===== src/rtl/instr_fetch_ifid.sv =====
// Instruction fetch stage and IF/ID pipeline register. It keeps one request outstanding to a
// variable-latency instruction memory and holds fetched words while decode is stalled.
module instr_fetch_ifid #(
    parameter logic [31:0] RESET_PC = 32'h0000_0000,
    parameter logic [31:0] PC_STEP  = 32'd4
) (
    input  logic        clk,
    input  logic        rst_n,
    output logic        imem_req,
    output logic [31:0] imem_addr,
    input  logic        imem_gnt,
    input  logic        imem_rvalid,
    input  logic [31:0] imem_rdata,
    input  logic        id_stall,
    input  logic        redirect,
    input  logic [31:0] redirect_pc,
    output logic        id_valid,
    output logic [31:0] id_instr,
    output logic [31:0] id_pc4,
    output logic [4:0]  id_rs,
    output logic [4:0]  id_rt,
    output logic [4:0]  id_rd,
    output logic [15:0] id_imm16
);

    // Handshake: a fetch is accepted on a cycle with imem_req && imem_gnt; exactly one
    // imem_rvalid follows later, and no new request is raised until that response is consumed.
    typedef enum logic [1:0] {S_REQ, S_WAIT, S_HOLD, S_DROP} state_t;

    state_t      state_q, state_d;
    logic [31:0] pc_q, pc_d;
    logic [31:0] fpc_q, fpc_d;
    logic [31:0] hold_q, hold_d;
    logic [31:0] instr_q, instr_d;
    logic [31:0] pc4_q, pc4_d;
    logic        valid_q, valid_d;
    logic [31:0] seq_pc;

    assign seq_pc = fpc_q + PC_STEP;

    always_comb begin
        state_d = state_q;
        pc_d    = pc_q;
        fpc_d   = fpc_q;
        hold_d  = hold_q;
        instr_d = instr_q;
        pc4_d   = pc4_q;
        valid_d = valid_q;

        case (state_q)
            S_REQ: begin
                if (imem_gnt) begin
                    state_d = S_WAIT;
                    fpc_d   = pc_q;
                end
            end
            S_WAIT: begin
                if (imem_rvalid) begin
                    if (!id_stall) begin
                        instr_d = imem_rdata;
                        pc4_d   = seq_pc;
                        valid_d = 1'b1;
                        pc_d    = seq_pc;
                        state_d = S_REQ;
                    end else begin
                        hold_d  = imem_rdata;
                        state_d = S_HOLD;
                    end
                end
            end
            S_HOLD: begin
                if (!id_stall) begin
                    instr_d = hold_q;
                    pc4_d   = seq_pc;
                    valid_d = 1'b1;
                    pc_d    = seq_pc;
                    state_d = S_REQ;
                end
            end
            S_DROP: begin
                if (imem_rvalid) begin
                    state_d = S_REQ;
                end
            end
            default: state_d = S_REQ;
        endcase

        // Redirect overrides everything above: IF/ID keeps its word but is marked dead, and
        // any response still owed by memory is routed through S_DROP.
        if (redirect) begin
            pc_d    = redirect_pc;
            valid_d = 1'b0;
            instr_d = instr_q;
            pc4_d   = pc4_q;
            hold_d  = hold_q;
            fpc_d   = fpc_q;
            case (state_q)
                S_REQ:   state_d = imem_gnt ? S_DROP : S_REQ;
                S_WAIT:  state_d = imem_rvalid ? S_REQ : S_DROP;
                S_HOLD:  state_d = S_REQ;
                S_DROP:  state_d = imem_rvalid ? S_REQ : S_DROP;
                default: state_d = S_REQ;
            endcase
        end
    end

    always_ff @(posedge clk or negedge rst_n) begin
        if (!rst_n) begin
            state_q <= S_REQ;
            pc_q    <= RESET_PC;
            fpc_q   <= RESET_PC;
            hold_q  <= 32'h0;
            instr_q <= 32'h0;
            pc4_q   <= 32'h0;
            valid_q <= 1'b0;
        end else begin
            state_q <= state_d;
            pc_q    <= pc_d;
            fpc_q   <= fpc_d;
            hold_q  <= hold_d;
            instr_q <= instr_d;
            pc4_q   <= pc4_d;
            valid_q <= valid_d;
        end
    end

    // Gated with rst_n so no request is visible while reset is held.
    assign imem_req  = rst_n && (state_q == S_REQ);
    assign imem_addr = pc_q;

    assign id_valid = valid_q;
    assign id_instr = instr_q;
    assign id_pc4   = pc4_q;
    assign id_rs    = instr_q[25:21];
    assign id_rt    = instr_q[20:16];
    assign id_rd    = instr_q[15:11];
    assign id_imm16 = instr_q[15:0];

endmodule


===== config.mk =====
export PLATFORM = sky130hd
export DESIGN_NAME = instr_fetch_ifid
export DESIGN_NICKNAME = d
export VERILOG_FILES = /design/src/rtl/instr_fetch_ifid.sv
export SDC_FILE = /design/constraint.sdc
export NUM_CORES = 1
export LEC_CHECK = 0
export CORE_ASPECT_RATIO = 0.8
export CORE_UTILIZATION = 49
export CTS_CLUSTER_SIZE = 8
export DETAILED_ROUTE_END_ITERATION = 10
export GPL_TIMING_DRIVEN = 0
export PLACE_DENSITY = 0.85
export SLEW_MARGIN = 20
export SYNTH_ARGS = -nofsm -noshare
export SYNTH_HDL_FRONTEND = slang
export SYNTH_SLANG_ARGS = --single-unit

===== constraint.sdc =====
create_clock -name clk -period 2.2 [get_ports clk]
set_input_delay 0.55 -clock clk [delete_from_list [all_inputs] [get_ports clk]]
set_output_delay 0.55 -clock clk [all_outputs]
set_load 0.02 [all_outputs]

* Word level (Yosys, flattened, before mapping)
Index checks and enable logic that the tools add are counted.
Storage, ports and cells: register bits after elaboration 163, input port bits 70, output and inout bits 129, logic and storage cells 55
Cells by class: add/subtract/negate cells 1, equality and inequality tests 10, mux-type cells 25, bitwise operators 1, reduce and logical (&&, ||, !) cells 11
Operator list (count):
- 32-bit 2-to-1 mux | 8
- 32-bit one-hot mux with 2 select lines | 3
- 32-bit by 3-bit adder with 32-bit output, second input constant | 1
- 2-bit 2-to-1 mux | 8
- 3-bit != test, second input constant | 4
- 2-bit one-hot mux with 4 select lines | 1
- 4-bit AND reduction | 2
- 2-bit != test, second input constant | 3
- 2-bit one-hot mux with 3 select lines | 1
- 3-bit AND reduction | 2
- 5-bit AND reduction | 1
- 2-bit == test, second input constant | 2
- 1-bit 2-to-1 mux | 3
- 3-bit nonzero test | 1
- 2-bit by 1-bit == test with 1-bit output, second input constant | 1
- 2-bit logical NOT | 1
- 1-bit one-hot mux with 2 select lines | 1
- 2-bit AND reduction | 1
- 2-bit nonzero test | 1
- 2-bit OR reduction | 1
- 1-bit logical AND | 1
- 1-bit inverter | 1

* Depth between registers and ports, before layout
Gate-level depths: netlist of run 1.
depth after elaboration 5, gate-level depth with buffers 10, depth with buffers taken out 7

* Least setup slack after synthesis of run 1
Ideal clock, no wire load.
path type flip-flop to flip-flop, from register state_q[0], to register pc_q[1], in the netlist imem_addr[1], library setup time 136 ps, arrival 1852 ps, data required time 2064 ps, setup slack 212 ps, stages on the path, launching flop included 10, path buffers 3, clock period less this slack 1988 ps, cells stage by stage dfrtp_1 inv_1 ha_1 clkbuf_1 mux2i_1 or2_2 clkbuf_1 buf_2 mux2i_1 o21ai_0
On the way: longest elaborated chain between the ends 3, elaborated cells between the ends (all ways) 7, those cells by class 3 x eq/ne; 2 x mux; 2 x reduce/logical
RTL lines:
- from (decl) | RTL line 30 | state_t state_q, state_d;
- from (signal assigned) | RTL line 117 | state_q <= state_d;
- 2-bit == test or 2-bit by 1-bit == test with 1-bit output (tied branches) | RTL line 50 | case (state_q)
- 32-bit one-hot mux with 2 select lines (tied with other cells) | RTL line 50
- 32-bit 2-to-1 mux or 2-bit AND reduction (tied branches)
- to (signal assigned) | RTL line 118 | pc_q <= pc_d;
- to (decl) | RTL line 31 | logic [31:0] pc_q, pc_d;
Parallel ways exist; a longest one is shown, timed or not. A chain may end at the register's enable or synchronous reset.

* Final worst setup path of run 1
from register state_q[1], to output port imem_req
On the way: longest elaborated chain between the ends 2
RTL lines:
- 2-bit logical NOT | RTL line 128 | assign imem_req = rst_n && (state_q == S_REQ);
- 1-bit logical AND | RTL line 128
- to (decl) | RTL line 9 | output logic imem_req,
No other way between the ends.

==> impl_metrics.ini, run 1 <==
[routing]
wl_mm = 20.1
drc_errors = 0
dr.first_iter.drc_count = 395
antenna_left = 0
wire_per_inst_um = 18.2
viasPerCell = 5.51
vias = 6057
drt-pass1-iter-count = 5

[critical_path]
critPathSlowestCell = dfrtp_1
arrival_ps = 1590
required_ps = 1650
crit_path_start_kind = register
path_cells = inv_1, ha_2, and2_1, clkdlybuf4s15_2
r2r_cells = 6
crit_buf_inv = 2
cp_max_fo = 4
critical_path_depth = 4
cp_top_family = buffers and inverters
critPathCaptureType = primary output
max_stage_delay_ps = 390
crit_type = register to primary output

[job]
maxCapViolCount = 0

[finish]
regArea_sq_um = 4080
fillers = 1088
multi_input_area_sq_um = 3060
diodes = 0
fin_util_pct = 70.1
layout_common_cells = 195 x clkdlybuf4s50_1, 162 x dfrtp_1, 88 x nand2_1
syn_to_final_growth_pct = 39.9
drive_above_1_share_pct = 20.0
final-instance-count-excl-fill = 1099
final_common_cell = clkdlybuf4s50_1
nets = 974

[sta]
hold_viol = 0
grt_setup_unrepaired = false
max_slew_margin_pct = 47.4
period_needed_ps = 2140
skew_ps = 11.2
fmax_mhz = 467
period_share_pct = 97.4
tightest_slew_ps = 789
slew_violations = 0
setup_viol = 0

[pwr]
power_density_nw_per_um2 = 1430
leakagePower_nw = 4.51
vdd_drop_max_mv = 0.702

[grt]
grt_pass1_wl_mm = 32.0
grt_pass1_vias = 6021
grt_max_degree = 46
antenna_found_initial = 0
track_usage_pct = 26.4
gr-total-overflow = 0

[floorplanning]
ios = 199
core.rowCount = 40
die_h_um = 113
core_area_sq_um = 15000
die_w_um = 140
start_util_pct = 50.1
dieArea_sq_um = 15800

[synthesis]
ys.flop_type = dfrtp_1
yosysTopAreaCell = dfrtp_1
synth_area_sq_um = 7520
ys_warn_count = 0
synthCells = 675
netlist-cell-type-count = 43
synth_fp_nets = 751
synth_area_leaders = dfrtp_1 54%, mux2_2 11%, mux2i_1 5.9%
async_flop_share_pct = 100
synth_edf_count = 0
synth_seq_cells = 163
yosysTopAreaCellShare_pct = 54.3
synth.avg_cell_area_sq_um = 11.1
ys_seq_area_share_pct = 54.3

[place]
portBuffers = 197
dp.cells = 1062
dp_hpwl_mm = 13.9
gp_routability_congestion = 0.899

[clock_network]
clock-sinks = 163
numCtsBuffers = 17
h-tree-depth = 4
clk_latency_ps = 430
clockRootBuffer = clkbuf_16
clockBufferDepth = 2
clkTransAtPathRegs_ps = 60
cts_tree = done

[outcome]
outcome = completed

[min_path]
hold_class = input port to async pin
## report_power, final
part	internal, mW	switching, mW
Sequential	4.30	1.07
Clock	1.62	1.19
Combinational	3.48	3.37
Total	9.40	5.63
## routing by layer
layer	up-vias	track usage [%]	share of wire, %
li1	2788	-	-
met4	0	12.5	3.6
met1	2968	36.9	45
met2	252	39.9	45
met3	49	5.25	5.7
met5	-	0	0
## cell usage after synthesis, types with 11 or more instances
library cell  count
clkbuf_1         29
a21oi_1          30
xor2_1           11
o221ai_1         13
mux2i_1          44
dfrtp_1         163
nand2_1          88
mux2_2           72
buf_4            32
nor2_1           35
xnor2_1          14
nand3_1          11
o21ai_0          51
## worst paths after layout
path	to	startpoint	slack, ps
setup / recovery	imem_req	state_q[1]$_DFFE_PN0P_	60
hold / removal	hold_q[2]$_DFFE_PN0P_	rst_n	90
setup reg to reg	imem_addr[19]$_DFFE_PN0P_	fpc_q[8]$_DFFE_PN0P_	70
hold reg to reg	id_instr[30]$_DFFE_PN0P_	id_instr[30]$_DFFE_PN0P_	490
max in group asynchronous	fpc_q[9]$_DFFE_PN0P_	rst_n	1760
min in group clk	id_instr[30]$_DFFE_PN0P_	id_instr[30]$_DFFE_PN0P_	490
## repair_timing
item	in CTS	in global routing
pin swaps	2	2
cloned	2	0
hold buffers	1	0
buffers inserted	4	2
endpoints found under the setup margin	91	59
gates resized for setup	14	26
hold endpoints to repair	37	0
## state kept, by name (all words and copies together) (netlist names)
name and cells:
id_valid 1, hold_q 32, id_pc4 32, state_q 2, imem_addr 32, fpc_q 32
id_instr 32
## per-stage QoR
stage                     hold WS (ps)  setup slack [ps]  power [mW]  instance area, sq um  TNS (ps)
after CTS                         87.8              8.32        15.0                 10500         0
after global placement             461             -6050        11.8                  9730  -1056950
final                             86.9              57.1        15.0                 10500         0
after detailed placement           480             -1110        12.1                  9760    -70680
after floorplan                    254               212        9.11                  7520         0
after global routing              91.7              3.80        15.9                 10500         0
## worst register-to-register path, delay by kind of cell, from the launching register on
family                 cells  cell delay, ps
flip-flops                 1             460
buffers and inverters      1             180
AND/OR/NAND/NOR            3             870
AO/OA/AOI/OAI              2             560
## cell type report
cell class / count / area share, %
Sequential cell: 163 / 38.8
Multi-Input combinational cell: 437 / 29.1
Timing Repair Buffer: 207 / 20.4
Clock buffer: 24 / 4.86
Buffer: 64 / 3.82
Tap cell: 189 / 2.25
Clock inverter: 7 / 0.464
Inverter: 8 / 0.285
## cells by family (layout without fill, tap and decap cells)
group	after synthesis	after routing	synth area share, %
simple gates	182	182	11.2
flops	163	163	54.3
buf+inv	75	310	5.66
xor+xnor	25	25	2.91
fa+ha+maj	6	6	0.998
compound gates	108	108	8.29
mux	116	116	16.6
(Power assumes the default switching activity.)
==> run 2: changes to the inputs <==
--- a/config.mk
+++ b/config.mk
@@ -11,6 +11,7 @@
 export DETAILED_ROUTE_END_ITERATION = 10
 export GPL_TIMING_DRIVEN = 0
 export PLACE_DENSITY = 0.85
+export RECOVER_POWER = 100
 export SLEW_MARGIN = 20
 export SYNTH_ARGS = -nofsm -noshare
 export SYNTH_HDL_FRONTEND = slang
==> run 2 against run 1 <==
  * Maximum frequency hardly changed
  * Sequential cell count stayed put
  * Core utilization is 0.62 points lower
  * Largest cell class unchanged
  * Combinational power is 4.7% lower
  * Cell area is 0.89% lower
  * Largest power group unchanged
  * Sequential share of layout area is 0.35 points higher
  * The flow now finishes with violations (max-capacitance violations, max-slew violations)
  * Highest routed layer unchanged
  * First-iteration DRC count is 7.3% higher
  * Power is 2.5% lower
  * Setup slack worse by 1.7 ps
==> impl_metrics.ini, run 2 (synthesized netlist as in run 1, its figures left out) <==
[outcome]
outcome = finished with violations
violations = max-capacitance violations, max-slew violations

[grt]
grt_max_degree = 46
gr-total-overflow = 0
antenna_found_initial = 0
track_usage_pct = 26.4
grt_pass1_wl_mm = 32.0
grt_pass1_vias = 6021

[clock_network]
numCtsBuffers = 17
clockRootBuffer = clkbuf_16
clkTransAtPathRegs_ps = 60
clock-sinks = 163
cts_tree = done
h-tree-depth = 4
clk_latency_ps = 420
clockBufferDepth = 2

[critical_path]
rrSetupSlack_ps = 70
crit_path_start_kind = register
cp_max_fo = 3
critical_path_depth = 2
arrival_ps = 1590
cp_top_family = buffers and inverters
crit_buf_inv = 2
r2r_start = fpc_q[8]$_DFFE_PN0P_
setup.worst_path.end = id_instr[9]
r2r_cells = 6
startpoint = id_instr[9]$_DFFE_PN0P_
max_stage_delay_ps = 640
crit_type = register to primary output
required_ps = 1650
critPathCaptureType = primary output
path_cells = buf_4, dlygate4sd3_1
r2r_end = imem_addr[19]$_DFFE_PN0P_
critPathSlowestCell = dlygate4sd3_1

[place]
gp_routability_congestion = 0.899
portBuffers = 197
dp.cells = 1062
dp_hpwl_mm = 13.9

[finish]
syn_to_final_growth_pct = 38.7
drive_above_1_share_pct = 19.3
final_common_cell = dfrtp_1
final-instance-count-excl-fill = 1099
layout_common_cells = 162 x dfrtp_1, 103 x dlygate4sd3_1, 92 x clkdlybuf4s50_1
diodes = 0
nets = 974

[floorplanning]
core.rowCount = 40
die_h_um = 113
die_w_um = 140
ios = 199
core_area_sq_um = 15000
dieArea_sq_um = 15800
start_util_pct = 50.1

[pwr]
power_density_nw_per_um2 = 1410
leakagePower_nw = 4.57
power_mw = 14.7
vdd_drop_max_mv = 0.689

[sta]
period_share_pct = 97.5
max_slew_margin_pct = -15.7
skew_ps = 9.17
slew_violations = 77
fmax_mhz = 466
tightest_slew_ps = 1740
grt_setup_unrepaired = false
setup_viol = 0
period_needed_ps = 2140
hold_viol = 0

[routing]
antenna_left = 0
drc_errors = 0
wire_per_inst_um = 18.1
dr.first_iter.drc_count = 424
vias = 6071
wl_mm = 19.9
drt-pass1-iter-count = 5
viasPerCell = 5.52

[job]
maxCapViolCount = 2

[min_path]
hold_class = input port to async pin
[run 2: cell types whose count changed in the layout (fill, tap and decap cells not counted), moves of 2 or more]
cell and delta:
clkbuf_4 +25, buf_4 -26, clkdlybuf4s50_1 -103, clkbuf_2 +2
dlygate4sd3_1 +103, clkbuf_1 +2, bufbuf_16 -2
[run 2: what timing repair did]
action	in CTS	in global routing
buffers inserted	4	2
resized for setup	14	26
hold buffers	1	0
pin swaps	2	2
cloned	2	0
hold endpoints to repair	37	0
endpoints found under the setup margin	91	59
[run 2: worst register-to-register path, cell delays in order (launching register included)]
cell and delay [ps]:
dfrtp_1 460, nand4_1 120, buf_4 180, or3_4 400, or3_1 350, a311oi_1 430, a21o_1 130
[run 2: worst min path at each step]
stage                              from                         to  slack, ps  depth (start not counted)
3_3_place_gp   id_instr[30]$_DFFE_PN0P_   id_instr[30]$_DFFE_PN0P_        460                          2
6_report                          rst_n  imem_addr[11]$_DFFE_PN0P_        220                          2
5_1_grt                           rst_n  imem_addr[11]$_DFFE_PN0P_        220                          2
3_5_place_dp   id_instr[30]$_DFFE_PN0P_   id_instr[30]$_DFFE_PN0P_        480                          2
2_1_floorplan                     rst_n       fpc_q[0]$_DFFE_PN0P_        250                          0
4_1_cts                           rst_n      hold_q[2]$_DFFE_PN0P_         90                          2
[run 2: metal layers]
layer / global-route usage [%] / routed length, um
met1: 36.9 / 9090
met2: 39.9 / 8960
met3: 5.25 / 1150
met4: 12.5 / 691
met5: 0 / 0
[run 2: cell type report]
type	count	area (sq um)
Timing Repair Buffer	207	2060
Buffer	64	400
Sequential cell	163	4080
Clock buffer	24	512
Inverter	8	30.0
Fill cell	1096	4590
Multi-Input combinational cell	437	3060
Tap cell	189	236
Clock inverter	7	48.8
[run 2: power breakdown]
part	total (mW)	switching, mW	internal, mW
clock	2.80	1.18	1.62
sequential	5.32	1.03	4.30
combinational	6.53	3.37	3.16
total	14.7	5.58	9.08
[run 2: metrics by stage]
step | hold slack (ps) | area [sq um] | TNS (ps) | worst slack [ps] | utilization (%)
finish | 221 | 10400 | 0 | 55.5 | 69.5
global placement | 461 | 9730 | -1056950 | -6050 | 64.8
global route | 225 | 10400 | 0 | 3.80 | 69.5
CTS | 87.8 | 10500 | 0 | 8.32 | 69.7
floorplan | 254 | 7520 | 0 | 212 | -
detailed placement | 480 | 9760 | -70680 | -1110 | 65.0
